**src/rtl/pedal_pkg.sv**
```systemverilog
//============================================================================
// Module      : pedal_pkg
// Description : Shared types and helpers for the effects-chain FIR sequencer.
// Revision    : 1.0 - initial release
//============================================================================
`default_nettype none

package pedal_pkg;

   localparam int SAMPLE_W = 24;

   typedef logic signed [SAMPLE_W-1:0] sample_t;

   typedef enum logic [1:0] {
      IDLE  = 2'd0,
      MAC   = 2'd1,
      ROUND = 2'd2,
      OUT   = 2'd3
   } fir_state_e;

   // Wide enough that TAPS full-precision products can never overflow.
   function automatic int acc_width(input int width, input int taps);
      return 2 * width + $clog2(taps);
   endfunction

endpackage

`default_nettype wire

```
**src/rtl/fir_mac_sequencer_round_sat.sv**
```systemverilog
//============================================================================
// Module      : round_sat
// Description : Round-half-up, arithmetic shift by COEF_FRAC, saturate to WIDTH.
// Revision    : 1.0 - initial release
//============================================================================
`default_nettype none

module round_sat #(
   parameter int ACC_W     = 51,
   parameter int WIDTH     = 24,
   parameter int COEF_FRAC = 23
) (
   input  logic signed [ACC_W-1:0] acc,
   output logic signed [WIDTH-1:0] sat
);

   // One guard bit so the rounding offset can never wrap the sum.
   localparam int EXT_W = ACC_W + 1;
   localparam logic signed [EXT_W-1:0] HALF    = EXT_W'(1) <<< (COEF_FRAC - 1);
   localparam logic signed [EXT_W-1:0] SAT_MAX = {{(EXT_W-WIDTH+1){1'b0}}, {(WIDTH-1){1'b1}}};
   localparam logic signed [EXT_W-1:0] SAT_MIN = {{(EXT_W-WIDTH+1){1'b1}}, {(WIDTH-1){1'b0}}};

   logic signed [EXT_W-1:0] biased;
   logic signed [EXT_W-1:0] shifted;

   always_comb begin
      biased  = EXT_W'(acc) + HALF;
      shifted = biased >>> COEF_FRAC;
      if (shifted > SAT_MAX) begin
         sat = SAT_MAX[WIDTH-1:0];
      end else if (shifted < SAT_MIN) begin
         sat = SAT_MIN[WIDTH-1:0];
      end else begin
         sat = shifted[WIDTH-1:0];
      end
   end

endmodule

`default_nettype wire

```
**src/rtl/fir_mac_sequencer.sv**
```systemverilog
//============================================================================
// Module      : fir_mac_sequencer
// Description : Time-multiplexed FIR; one shared MAC walks all taps per sample.
// Revision    : 1.0 - initial release
//============================================================================
`default_nettype none

module fir_mac_sequencer
   import pedal_pkg::*;
#(
   parameter int WIDTH     = 24,
   parameter int TAPS      = 8,
   parameter int COEF_FRAC = 23
) (
   input  logic                     clk,
   input  logic                     reset,
   input  logic                     s_valid,
   output logic                     s_ready,
   input  logic [WIDTH-1:0]         s_data,
   output logic                     m_valid,
   input  logic                     m_ready,
   output logic [WIDTH-1:0]         m_data,
   input  logic                     cfg_we,
   input  logic [$clog2(TAPS)-1:0]  cfg_addr,
   input  logic [WIDTH-1:0]         cfg_data,
   output logic                     busy
);

   localparam int              ACC_W  = acc_width(WIDTH, TAPS);
   localparam int              K_W    = $clog2(TAPS);
   localparam logic [K_W-1:0]  K_LAST = K_W'(TAPS - 1);

   fir_state_e               state_q, state_d;
   logic [K_W-1:0]           k_q, k_d;
   logic signed [ACC_W-1:0]  acc_q, acc_d;
   logic signed [WIDTH-1:0]  hist_q   [TAPS];
   logic signed [WIDTH-1:0]  hist_d   [TAPS];
   logic signed [WIDTH-1:0]  shadow_q [TAPS];
   logic signed [WIDTH-1:0]  shadow_d [TAPS];
   logic signed [WIDTH-1:0]  active_q [TAPS];
   logic signed [WIDTH-1:0]  active_d [TAPS];
   logic [WIDTH-1:0]         m_data_q, m_data_d;

   logic                     accept;
   logic signed [2*WIDTH-1:0] product;
   logic signed [WIDTH-1:0]  rounded;

   // State register
   always_ff @(posedge clk) begin
      if (reset) begin
         state_q <= IDLE;
      end else begin
         state_q <= state_d;
      end
   end

   // Next-state logic
   always_comb begin
      state_d = state_q;
      case (state_q)
         IDLE:    if (accept)        state_d = MAC;
         MAC:     if (k_q == K_LAST) state_d = ROUND;
         ROUND:                      state_d = OUT;
         OUT:     if (m_ready)       state_d = IDLE;
         default:                    state_d = IDLE;
      endcase
   end

   // Output logic
   always_comb begin
      s_ready = (state_q == IDLE);
      m_valid = (state_q == OUT);
      busy    = (state_q != IDLE);
   end

   assign accept  = s_valid && s_ready;
   assign product = hist_q[k_q] * active_q[k_q];
   assign m_data  = m_data_q;

   round_sat #(
      .ACC_W     (ACC_W),
      .WIDTH     (WIDTH),
      .COEF_FRAC (COEF_FRAC)
   ) u_round_sat (
      .acc (acc_q),
      .sat (rounded)
   );

   always_comb begin
      k_d      = k_q;
      acc_d    = acc_q;
      m_data_d = m_data_q;
      hist_d   = hist_q;
      shadow_d = shadow_q;
      active_d = active_q;

      if (accept) begin
         hist_d[0] = s_data;
         for (int i = 1; i < TAPS; i++) begin
            hist_d[i] = hist_q[i-1];
         end
         active_d = shadow_q;
         acc_d    = '0;
         k_d      = '0;
      end

      if (state_q == MAC) begin
         acc_d = acc_q + ACC_W'(product);
         k_d   = k_q + K_W'(1);
      end

      if (state_q == ROUND) begin
         m_data_d = rounded;
      end

      // The shadow write lands after the active copy above, so a write in the
      // accept cycle only takes effect for the following sample.
      if (cfg_we && (32'(cfg_addr) < TAPS)) begin
         shadow_d[cfg_addr] = cfg_data;
      end
   end

   always_ff @(posedge clk) begin
      if (reset) begin
         k_q      <= '0;
         acc_q    <= '0;
         m_data_q <= '0;
         for (int i = 0; i < TAPS; i++) begin
            hist_q[i]   <= '0;
            shadow_q[i] <= '0;
            active_q[i] <= '0;
         end
      end else begin
         k_q      <= k_d;
         acc_q    <= acc_d;
         m_data_q <= m_data_d;
         hist_q   <= hist_d;
         shadow_q <= shadow_d;
         active_q <= active_d;
      end
   end

endmodule

`default_nettype wire

```
**config.mk**
```make
export PLATFORM = sky130hd
export DESIGN_NAME = fir_mac_sequencer
export DESIGN_NICKNAME = d
export VERILOG_FILES = /design/src/rtl/pedal_pkg.sv /design/src/rtl/fir_mac_sequencer_round_sat.sv /design/src/rtl/fir_mac_sequencer.sv
export SDC_FILE = /design/constraint.sdc
export NUM_CORES = 2
export LEC_CHECK = 0
export ABC_AREA = 1
export CAP_MARGIN = 30
export CELL_PAD_IN_SITES_DETAIL_PLACEMENT = 0
export CELL_PAD_IN_SITES_GLOBAL_PLACEMENT = 1
export CORE_MARGIN = 5
export CORE_UTILIZATION = 33
export CTS_CLUSTER_SIZE = 16
export DETAILED_ROUTE_END_ITERATION = 6
export DONT_BUFFER_PORTS = 1
export PLACE_DENSITY_LB_ADDON = 0.1
export SYNTH_ARGS = -nofsm -noshare
export SYNTH_HDL_FRONTEND = slang
export SYNTH_SLANG_ARGS = --single-unit
export TNS_END_PERCENT = 1
```
**constraint.sdc**
```tcl
create_clock -name clk -period 10.2 [get_ports clk]
set_clock_uncertainty 0.1 [all_clocks]
set_input_delay 2.04 -clock clk [delete_from_list [all_inputs] [get_ports clk]]
set_output_delay 2.04 -clock clk [all_outputs]
set_load 0.1 [all_outputs]
```
# ---- After elaboration in Yosys (flattened, before gate mapping)
# Index checks and enable logic that the tools add are counted.
dict set report word_totals {
  ff_bits 656
}
dict set report classes {
  mux 19
  n_eq_ne 7
  n_bitwise 2
  n_mul 1
  order_cmp 5
  n_reduce_logical 6
  addsub 3
}
# op count
set op_table {}
lappend op_table {{192-bit bitwise mux} 1}
lappend op_table {{24-bit two-way mux} 7}
lappend op_table {{24-bit binary-select mux with 3-bit select} 2}
lappend op_table {{51-bit two-way mux} 2}
lappend op_table {{24-bit demux with 3-bit select} 1}
lappend op_table {{51-bit by 24-bit adder with 52-bit output (second input constant)} 1}
lappend op_table {{51-bit by 48-bit adder with 51-bit output} 1}
lappend op_table {{24-bit by 24-bit multiplier with 48-bit output} 1}
lappend op_table {{29-bit by 24-bit > comparator with 1-bit output (second input constant)} 1}
lappend op_table {{29-bit by 24-bit less-than comparator with 1-bit output (second input constant)} 1}
lappend op_table {{4-bit >= comparator (second input constant)} 2}
lappend op_table {{3-bit inverter with 4-bit output} 2}
lappend op_table {{2-bit case mux with 4 select lines} 1}
lappend op_table {{2-bit two-way mux} 3}
lappend op_table {{3-bit two-way mux} 2}
lappend op_table {{2-bit == test (second input constant)} 2}
lappend op_table {{4-bit by 1-bit less-than comparator with 1-bit output (second input constant)} 1}
lappend op_table {{2-bit by 1-bit != test with 1-bit output (second input constant)} 2}
lappend op_table {{2-bit nonzero test} 2}
lappend op_table {{3-bit by 1-bit adder with 3-bit output (second input constant)} 1}
lappend op_table {{3-bit == test (second input constant)} 1}
lappend op_table {{3-bit AND reduction} 1}
lappend op_table {{2-bit by 1-bit == test with 1-bit output (second input constant)} 1}
lappend op_table {{1-bit logical AND} 2}
lappend op_table {{2 further kinds} 2}

# ---- Longest topological paths before layout
dict set report depth {
  ltp_word 7
  mapped_depth 37
  ltp_nobuf 34
}

# ---- Cells and area by module
# A second synthesis with hierarchy kept.
dict set report unflattened {
  cells_unflattened 6994
  hier_area_um2 52085.0
}
# mod area_per_inst_um2 cells_each n_inst
set modules_own_cells {}
lappend modules_own_cells {fir_mac_sequencer 50993.9 6785 1}
lappend modules_own_cells {round_sat 1091.0 209 1}

# ---- Least setup slack after synthesis
# OpenSTA, ideal clock, no wires.
dict set report synth_timing {
  path_kind {register to register}
  from {register k_q[0]}
  to {register acc_q[50]}
  slack_ns 2.793
  stages_incl_launch_ff 30
  t_arrival_ns 7.176
  setup_time_ns 0.131
  period_less_slack_ns 7.407
  cell_sequence {dfxtp_1 > buf_4 > nor2_1 > o32ai_1 > inv_1 > o21ai_2 > inv_2 > buf_2 > nor2_1 > fa_1 > fa_1 > fa_1 > inv_1 > fa_1 > inv_1 > fa_1 > inv_1 > fa_1 > fa_1 > inv_1 > ha_1 > nand2_1 > nor3_1 > nand2_1 > nor2_1 > nand2_1 > nand3_1 > nand2_1 > nand3_1 > a21oi_1}
}
dict set report synth_between {
  elab_chain_len 7
  word_cells_on_any_way 10
}
# element line
set synth_lines {}
lappend synth_lines {{start, declared} fir_mac_sequencer.sv:34} ;# logic [K_W-1:0] k_q, k_d;
lappend synth_lines {{start signal, assigned} fir_mac_sequencer.sv:134} ;# k_q <= k_d;
lappend synth_lines {{3-bit inverter with 4-bit output (implied by the code) (*)} fir_mac_sequencer.sv:77} ;# assign product = hist_q[k_q] * active_q[k_q];
lappend synth_lines {{24-bit binary-select mux with 3-bit select} fir_mac_sequencer.sv:77}
lappend synth_lines {{24-bit two-way mux (implied by the code) (2 in a row)} fir_mac_sequencer.sv:77}
lappend synth_lines {{24-bit by 24-bit multiplier with 48-bit output (*)} fir_mac_sequencer.sv:77}
lappend synth_lines {{51-bit by 48-bit adder with 51-bit output (*)} fir_mac_sequencer.sv:108} ;# acc_d = acc_q + ACC_W'(product);
lappend synth_lines {{51-bit two-way mux (*)} fir_mac_sequencer.sv:107} ;# if (state_q == MAC) begin
lappend synth_lines {{end signal, assigned} fir_mac_sequencer.sv:126} ;# acc_q <= '0;
lappend synth_lines {{end signal, assigned} fir_mac_sequencer.sv:135} ;# acc_q <= acc_d;
lappend synth_lines {{end, declared} fir_mac_sequencer.sv:35} ;# logic signed [ACC_W-1:0] acc_q, acc_d;
# Every way passes the cells marked *; elsewhere a longest branch is shown, timed or not. The select of a mux whose other input is x is not followed.
# A chain may end at the register's enable or synchronous reset.

# ---- Final worst setup path
dict set report layout_timing {
  from {register k_q[0]}
  to {register acc_q[41]}
}
# The elaborated chain is that of the path after synthesis.

==> out/results.ini <==
[outcome]
result_of_the_run=finished clean

[timing]
relSlewSlack=0.312
final.period_utilization=0.908
setup_viol=0
maxClockFrequency_mhz=108
tns_ps=0
post-route-min-period_ps=9260
final-hold-violation-count=0
final.setup.worst_slack_ps=937
final_max_slew_viol_count=0
grt_setup_unrepaired=no
tightestPinTransition_ps=1030
smallest_hold_slack_ps=370

[finish]
area_delta_synth_final_pct=9.14
num-fill-cells=16800
multi_input_comb_area_um2=33000
layout.cells.most_common_list=sky130_fd_sc_hd__nor2_1, sky130_fd_sc_hd__inv_1, sky130_fd_sc_hd__nand2_1, sky130_fd_sc_hd__o21ai_0, sky130_fd_sc_hd__fa_1
sequential_cell_area_um2=13100
layout.cells.most_common=sky130_fd_sc_hd__nor2_1
nets=7664
ratio_of_cells_with_drive_above_1_in_the_final_layout=0.0542

[yosys]
synth_enable_flop_cells=0
yosys_warns=0
ys_ff_latch=656
distinct_cell_type_count_of_the_synthesized_netlist=41
post_synth_inst_count=6957
ys.flop_type=sky130_fd_sc_hd__dfxtp_1
syn_nets=7857
avgSynthCellArea_um2=7.45
synth.cell_area_um2=51800
seq_area_frac_synth=0.253
ys_async_sr_fraction=0

[floorplan]
dieHeight_um=406
core_um2=156000
fp.dieW_um=406
die-area_um2=165000
ioPinCount=83
placement_rows=145
initial_core_util=0.332

[cts]
clkSinkCount=656
cts.repair.resized=0
cts_tree=built
clkLatencyLatePin_ps=700
cts_made_buffers=83
h-tree-depth=3
path_clk_slew_ps=60
postCtsSetupRepairBufs=0
postCtsHoldBufs=0
root_buffer_master=sky130_fd_sc_hd__clkbuf_16
clock_path_buffers=3

[setup_path]
critPathMaxStageDelay_ps=610
critical_path.slowest_cell=sky130_fd_sc_hd__inv_1
crit_arrival_ps=9790
critPathMaxFanout=63
cp_top_family=adder cells
worstReg2RegStart=k_q[0]
start_kind=flip-flop
timing.critical_path.buf_inv=8
cp_data_required_time_ps=10730
r2r_slack_ps=940
critical_r2r_capture=acc_q[41]
ff2ff_path_depth=29
cp_class=flip-flop to flip-flop
critPathMostFrequentCell=sky130_fd_sc_hd__fa_1
kind_of_capture_point_of_the_worst_setup_path=flip-flop

[placement]
portBuffers=0
hpwl_um=129000
routabilityCongestion=0.877
place_ws_ps=983

[flow_run]
drv_cap=0

[detailed_routing]
drt_iter0_markers=2623
post_drt_wl_per_cell_um=20.1
ant_nets=0
detail_route.drc_violations=0
post_drt_via_cell_ratio=4.79
drtPass1Iterations=5
wirelength_um=178000
vias=42596

[min_path]
worst_hold_path.num_cells=2
worstHoldStart=acc_q[0]
worstHoldEndpoint=acc_q[0]
type_of_the_worst_min_delay_path=flip-flop to flip-flop

[global_route]
gr-usage-all-layers=0.220
antenna_found_initial=2
grt_pass1_vias=43747
grt_first_pass_wirelength_um=276000
overflow=0
largest_net_degree_at_the_start_of_global_routing=198

## synth_stat cells (2+ instances only)
cell | instances | area [µm²]
sky130_fd_sc_hd__or2_2 | 11 | 68.8
sky130_fd_sc_hd__ha_1 | 172 | 2150
sky130_fd_sc_hd__buf_4 | 22 | 165
sky130_fd_sc_hd__a21o_1 | 2 | 15.0
sky130_fd_sc_hd__o21ai_0 | 718 | 3590
sky130_fd_sc_hd__inv_1 | 1060 | 3980
sky130_fd_sc_hd__nand3b_1 | 3 | 22.5
sky130_fd_sc_hd__dfxtp_1 | 656 | 13100
sky130_fd_sc_hd__a21oi_1 | 106 | 531
sky130_fd_sc_hd__nor2_2 | 6 | 37.5
sky130_fd_sc_hd__buf_2 | 83 | 415
sky130_fd_sc_hd__nand4_1 | 21 | 131
sky130_fd_sc_hd__xor2_1 | 12 | 105
sky130_fd_sc_hd__nand2_1 | 949 | 3560
sky130_fd_sc_hd__a21oi_2 | 20 | 175
sky130_fd_sc_hd__nor2_1 | 1857 | 6970
sky130_fd_sc_hd__nor3_1 | 18 | 90.1
sky130_fd_sc_hd__clkbuf_2 | 21 | 105
sky130_fd_sc_hd__nand3_1 | 81 | 405
sky130_fd_sc_hd__fa_1 | 672 | 13500
sky130_fd_sc_hd__nand2_2 | 5 | 31.3
sky130_fd_sc_hd__o21ai_1 | 20 | 100
sky130_fd_sc_hd__o21bai_1 | 3 | 22.5
sky130_fd_sc_hd__o211ai_1 | 2 | 15.0
sky130_fd_sc_hd__o21ai_2 | 19 | 166
sky130_fd_sc_hd__xnor2_1 | 13 | 114
sky130_fd_sc_hd__inv_2 | 31 | 116
sky130_fd_sc_hd__buf_1 | 19 | 71.3
sky130_fd_sc_hd__nor2_4 | 3 | 33.8
sky130_fd_sc_hd__o32ai_1 | 96 | 841
sky130_fd_sc_hd__clkbuf_1 | 224 | 841
sky130_fd_sc_hd__o21ai_4 | 13 | 211
sky130_fd_sc_hd__buf_6 | 9 | 101
sky130_fd_sc_hd__clkinv_1 | 3 | 11.3
## worst register-to-register path, delay by kind of cell (launching register included)
kind	cells	cell delay, ps
flip-flops	1	540
AND/OR/NAND/NOR	10	1780
buffers and inverters	8	1980
AO/OA/AOI/OAI	3	1000
adder cells (fa/ha/maj)	8	3810
## sequential cells by signal, indices dropped and copies added, names as in the netlist
name and flops:
active_q 192, k_q 3, shadow_q 192, m_data 24
hist_q 192, acc_q 51, state_q 2
## layout make-up
cell class / count / share of cell area
Timing Repair Buffer: 100 / 0.0160
Tap cell: 2058 / 0.0455
Inverter: 1094 / 0.0730
Antenna cell: 1 / 0.0000442
Clock buffer: 124 / 0.0430
Multi-Input combinational cell: 4829 / 0.583
Sequential cell: 656 / 0.232
Clock inverter: 28 / 0.00743
## metal layers
layer / routed length (µm) / vias up / global-route usage
met5: 0 / - / 0
met2: 86500 / 685 / 0.381
met1: 82500 / 21026 / 0.299
met3: 6590 / 160 / 0.0239
li1: - / 20725 / -
met4: 2840 / 0 / 0.0416
## stage by stage
stage                      util  instances  area, µm²
after floorplan               -       6957      51800
after global placement    0.343       8733      53700
after global routing      0.362       8889      56600
after detailed placement  0.344       8737      53700
after CTS                 0.362       8889      56600
final                     0.362       8890      56600
## worst max path at each step
stage	startpoint	end	slack, ps	depth (start not counted)
2_1_floorplan	k_q[0]	acc_q[50]	2790	29
3_3_place_gp	k_q[0]	acc_q[50]	910	34
3_5_place_dp	k_q[0]	acc_q[50]	980	34
4_1_cts	k_q[0]	acc_q[33]	970	30
5_1_grt	k_q[0]	acc_q[50]	370	34
6_report	k_q[0]	acc_q[41]	940	29
## logic make-up after synthesis
logic type               count (synthesis)  synth area share
AND/OR/NAND/NOR                       2959             0.220
buffers and inverters                 1472             0.112
AO/OA/AOI/OAI                         1001             0.110
adder cells (fa/ha/maj)                844             0.301
flip-flops                             656             0.253
XOR/XNOR                                25           0.00422
Power is not shown: default switching activity piles up to over one toggle a cycle in this logic, so the estimate is an artifact.
==> variant, RTL diff (config.mk and constraints unchanged) <==
Re-encode `fir_state_e` (4 states) as one-hot, 4 bits wide.
--- a/src/rtl/pedal_pkg.sv
+++ b/src/rtl/pedal_pkg.sv
@@ -12,9 +12,9 @@
    typedef logic signed [SAMPLE_W-1:0] sample_t;
 
-   typedef enum logic [1:0] {
-      IDLE  = 2'd0,
-      MAC   = 2'd1,
-      ROUND = 2'd2,
-      OUT   = 2'd3
+   typedef enum logic [3:0] {
+      IDLE  = 4'b0001,
+      MAC   = 4'b0010,
+      ROUND = 4'b0100,
+      OUT   = 4'b1000
    } fir_state_e;
 
Behaviour: same outputs for any inputs over 4 cycles, from zero or initial values and one cycle with reset high; so few cycles prove little.
==> variant against the unedited design <==
- routed wire length up 3.7%
- highest routed layer unchanged
- via count up 1.1%
- design area down 0.45%
- synthesized area down 0.64%
- setup slack better by 220 ps
- sequential cell count up 2
Power is left out: it rests on default switching activity, and per cell area and clock period it moved more than threefold.
==> variant: results (changes against the unedited design) <==
metric,value,unit,change
status,completed,,
post_cts_setup_buffers,0,,unchanged
io_buffers,0,,unchanged
nets,7513,,-2.0%
layout_top_registers,"active_q x192, hist_q x192, shadow_q x192",,
grt_first_pass_wirelength,281000,um,+1.6%
wire_length_on_met2,85800,um,-0.88%
first_global_vias,43600,,-0.35%
transition_time_at_the_pin_with_the_least_slew_margin,1030,ps,-4.75 ps
wl_met3,9750,um,+48%
cts_resized,0,,unchanged
drive_gt1_frac,0.0519,,-0.00222
synth_async_sr_flop_share,0,,unchanged
root_buffer,sky130_fd_sc_hd__clkbuf_16,,
crit_fanout,30,,-52%
dpl.hpwl,131000,um,+1.6%
clock_path_buffers,3,,unchanged
yosys.cell_types.count,39,,-4.9%
worst_skew_pair.late_latency,710,ps,
postSynthNetCount,7700,,-2.0%
tritoncts.num_buffers,82,,-1.2%
synth-seq-area-share,0.256,,+0.00242
first_drt_iteration_drcs,2812,,+7.2%
cpPeakStageDelay,1070,ps,+460 ps
cpLargestDelayFamily,adder cells,,
wirelength_met1,84300,um,+2.2%
worstPathArrival,9500,ps,-290 ps
ys_top_cells_by_area,"sky130_fd_sc_hd__fa_1 (26%), sky130_fd_sc_hd__dfxtp_1 (26%), sky130_fd_sc_hd__inv_1 (8.5%), sky130_fd_sc_hd__nand2_1 (8.1%), sky130_fd_sc_hd__a21oi_1 (7.1%)",,
antenna_found_initial,5,,+3
largest_net_degree_at_the_start_of_global_routing,251,,+27%
routed.top_layer,met4,,
routabilityCongestion,0.869,,-0.84%
avgRoutedWirePerCell,21.2,um,+5.4%
hold_removal_path_class,flop to flop,,
grt_usage,0.227,,+0.00762
netlist_top_cells_count,"sky130_fd_sc_hd__inv_1 (1166), sky130_fd_sc_hd__nand2_1 (1114), sky130_fd_sc_hd__nor2_1 (758)",,
place_worst_setup_slack,1190,ps,+206 ps
drtPass1Iterations,5,,unchanged
yosysWarnings,0,,unchanged
clkSlewWorstSetupHoldPaths,60,ps,about the same
dr_total_vias,43100,,+1.1%
setup-violations-final,0,,unchanged
synth_ff_type,sky130_fd_sc_hd__dfxtp_1,,
htreeDepth,3,,unchanged
cpMaxStageDelayCell,sky130_fd_sc_hd__fa_1,,
## variant: path summary, 6_finish.rpt
kind / startpoint / end / slack [ps] / cells after the start
hold reg to reg: active_q[145] / active_q[145] / 350 / 2
setup / recovery: k_q[1] / acc_q[43] / 1160 / 28
hold / removal: active_q[145] / active_q[145] / 350 / 2
setup reg to reg: k_q[1] / acc_q[43] / 1160 / 28
## variant: final cells by class
| cell class | count | area (um2) |
|---|---|---|
| Clock buffer | 125 | 2390 |
| Fill cell | 16700 | 99300 |
| Tap cell | 2058 | 2570 |
| Clock inverter | 22 | 348 |
| Sequential cell | 658 | 13200 |
| Multi-Input combinational cell | 4551 | 32200 |
| Antenna cell | 5 | 12.5 |
| Inverter | 1196 | 4510 |
| Timing Repair Buffer | 128 | 1130 |
## variant: stage by stage
step | util | hold slack, ps | area, um2 | cells
6_report | 0.362 | 351 | 56300 | 8743
5_1_grt | 0.362 | 370 | 56300 | 8738
4_1_cts | 0.362 | 351 | 56300 | 8736
3_5_place_dp | 0.344 | 346 | 53500 | 8589
3_3_place_gp | 0.343 | 341 | 53400 | 8583
2_1_floorplan | - | 330 | 51500 | 6804
## variant: logic make-up (layout without fill, tap and decap cells)
| family | Yosys count | count (layout) | share of synthesized area |
|---|---|---|---|
| AND/OR/NAND/NOR | 2231 | 2231 | 0.173 |
| AO/OA/AOI/OAI | 1454 | 1454 | 0.144 |
| XOR/XNOR | 26 | 26 | 0.00442 |
| buffers and inverters | 1595 | 1471 | 0.121 |
| flip-flops | 658 | 658 | 0.256 |
| adder cells (fa/ha/maj) | 840 | 840 | 0.302 |
| other | 0 | 5 | 0 |
## variant: worst reg2reg max path, delay by kind of cell (launching register included)
kind	cells	cell delay (ps)
fa+ha+maj	8	4750
compound gates	4	680
buf+inv	6	950
simple gates	10	1850
flops	1	630
## variant: layer usage
metal | up-vias | track usage
met3 | 204 | 0.0360
met5 | - | 0
li1 | 20600 | -
met1 | 21300 | 0.310
met2 | 912 | 0.375
met4 | 0 | 0.0613
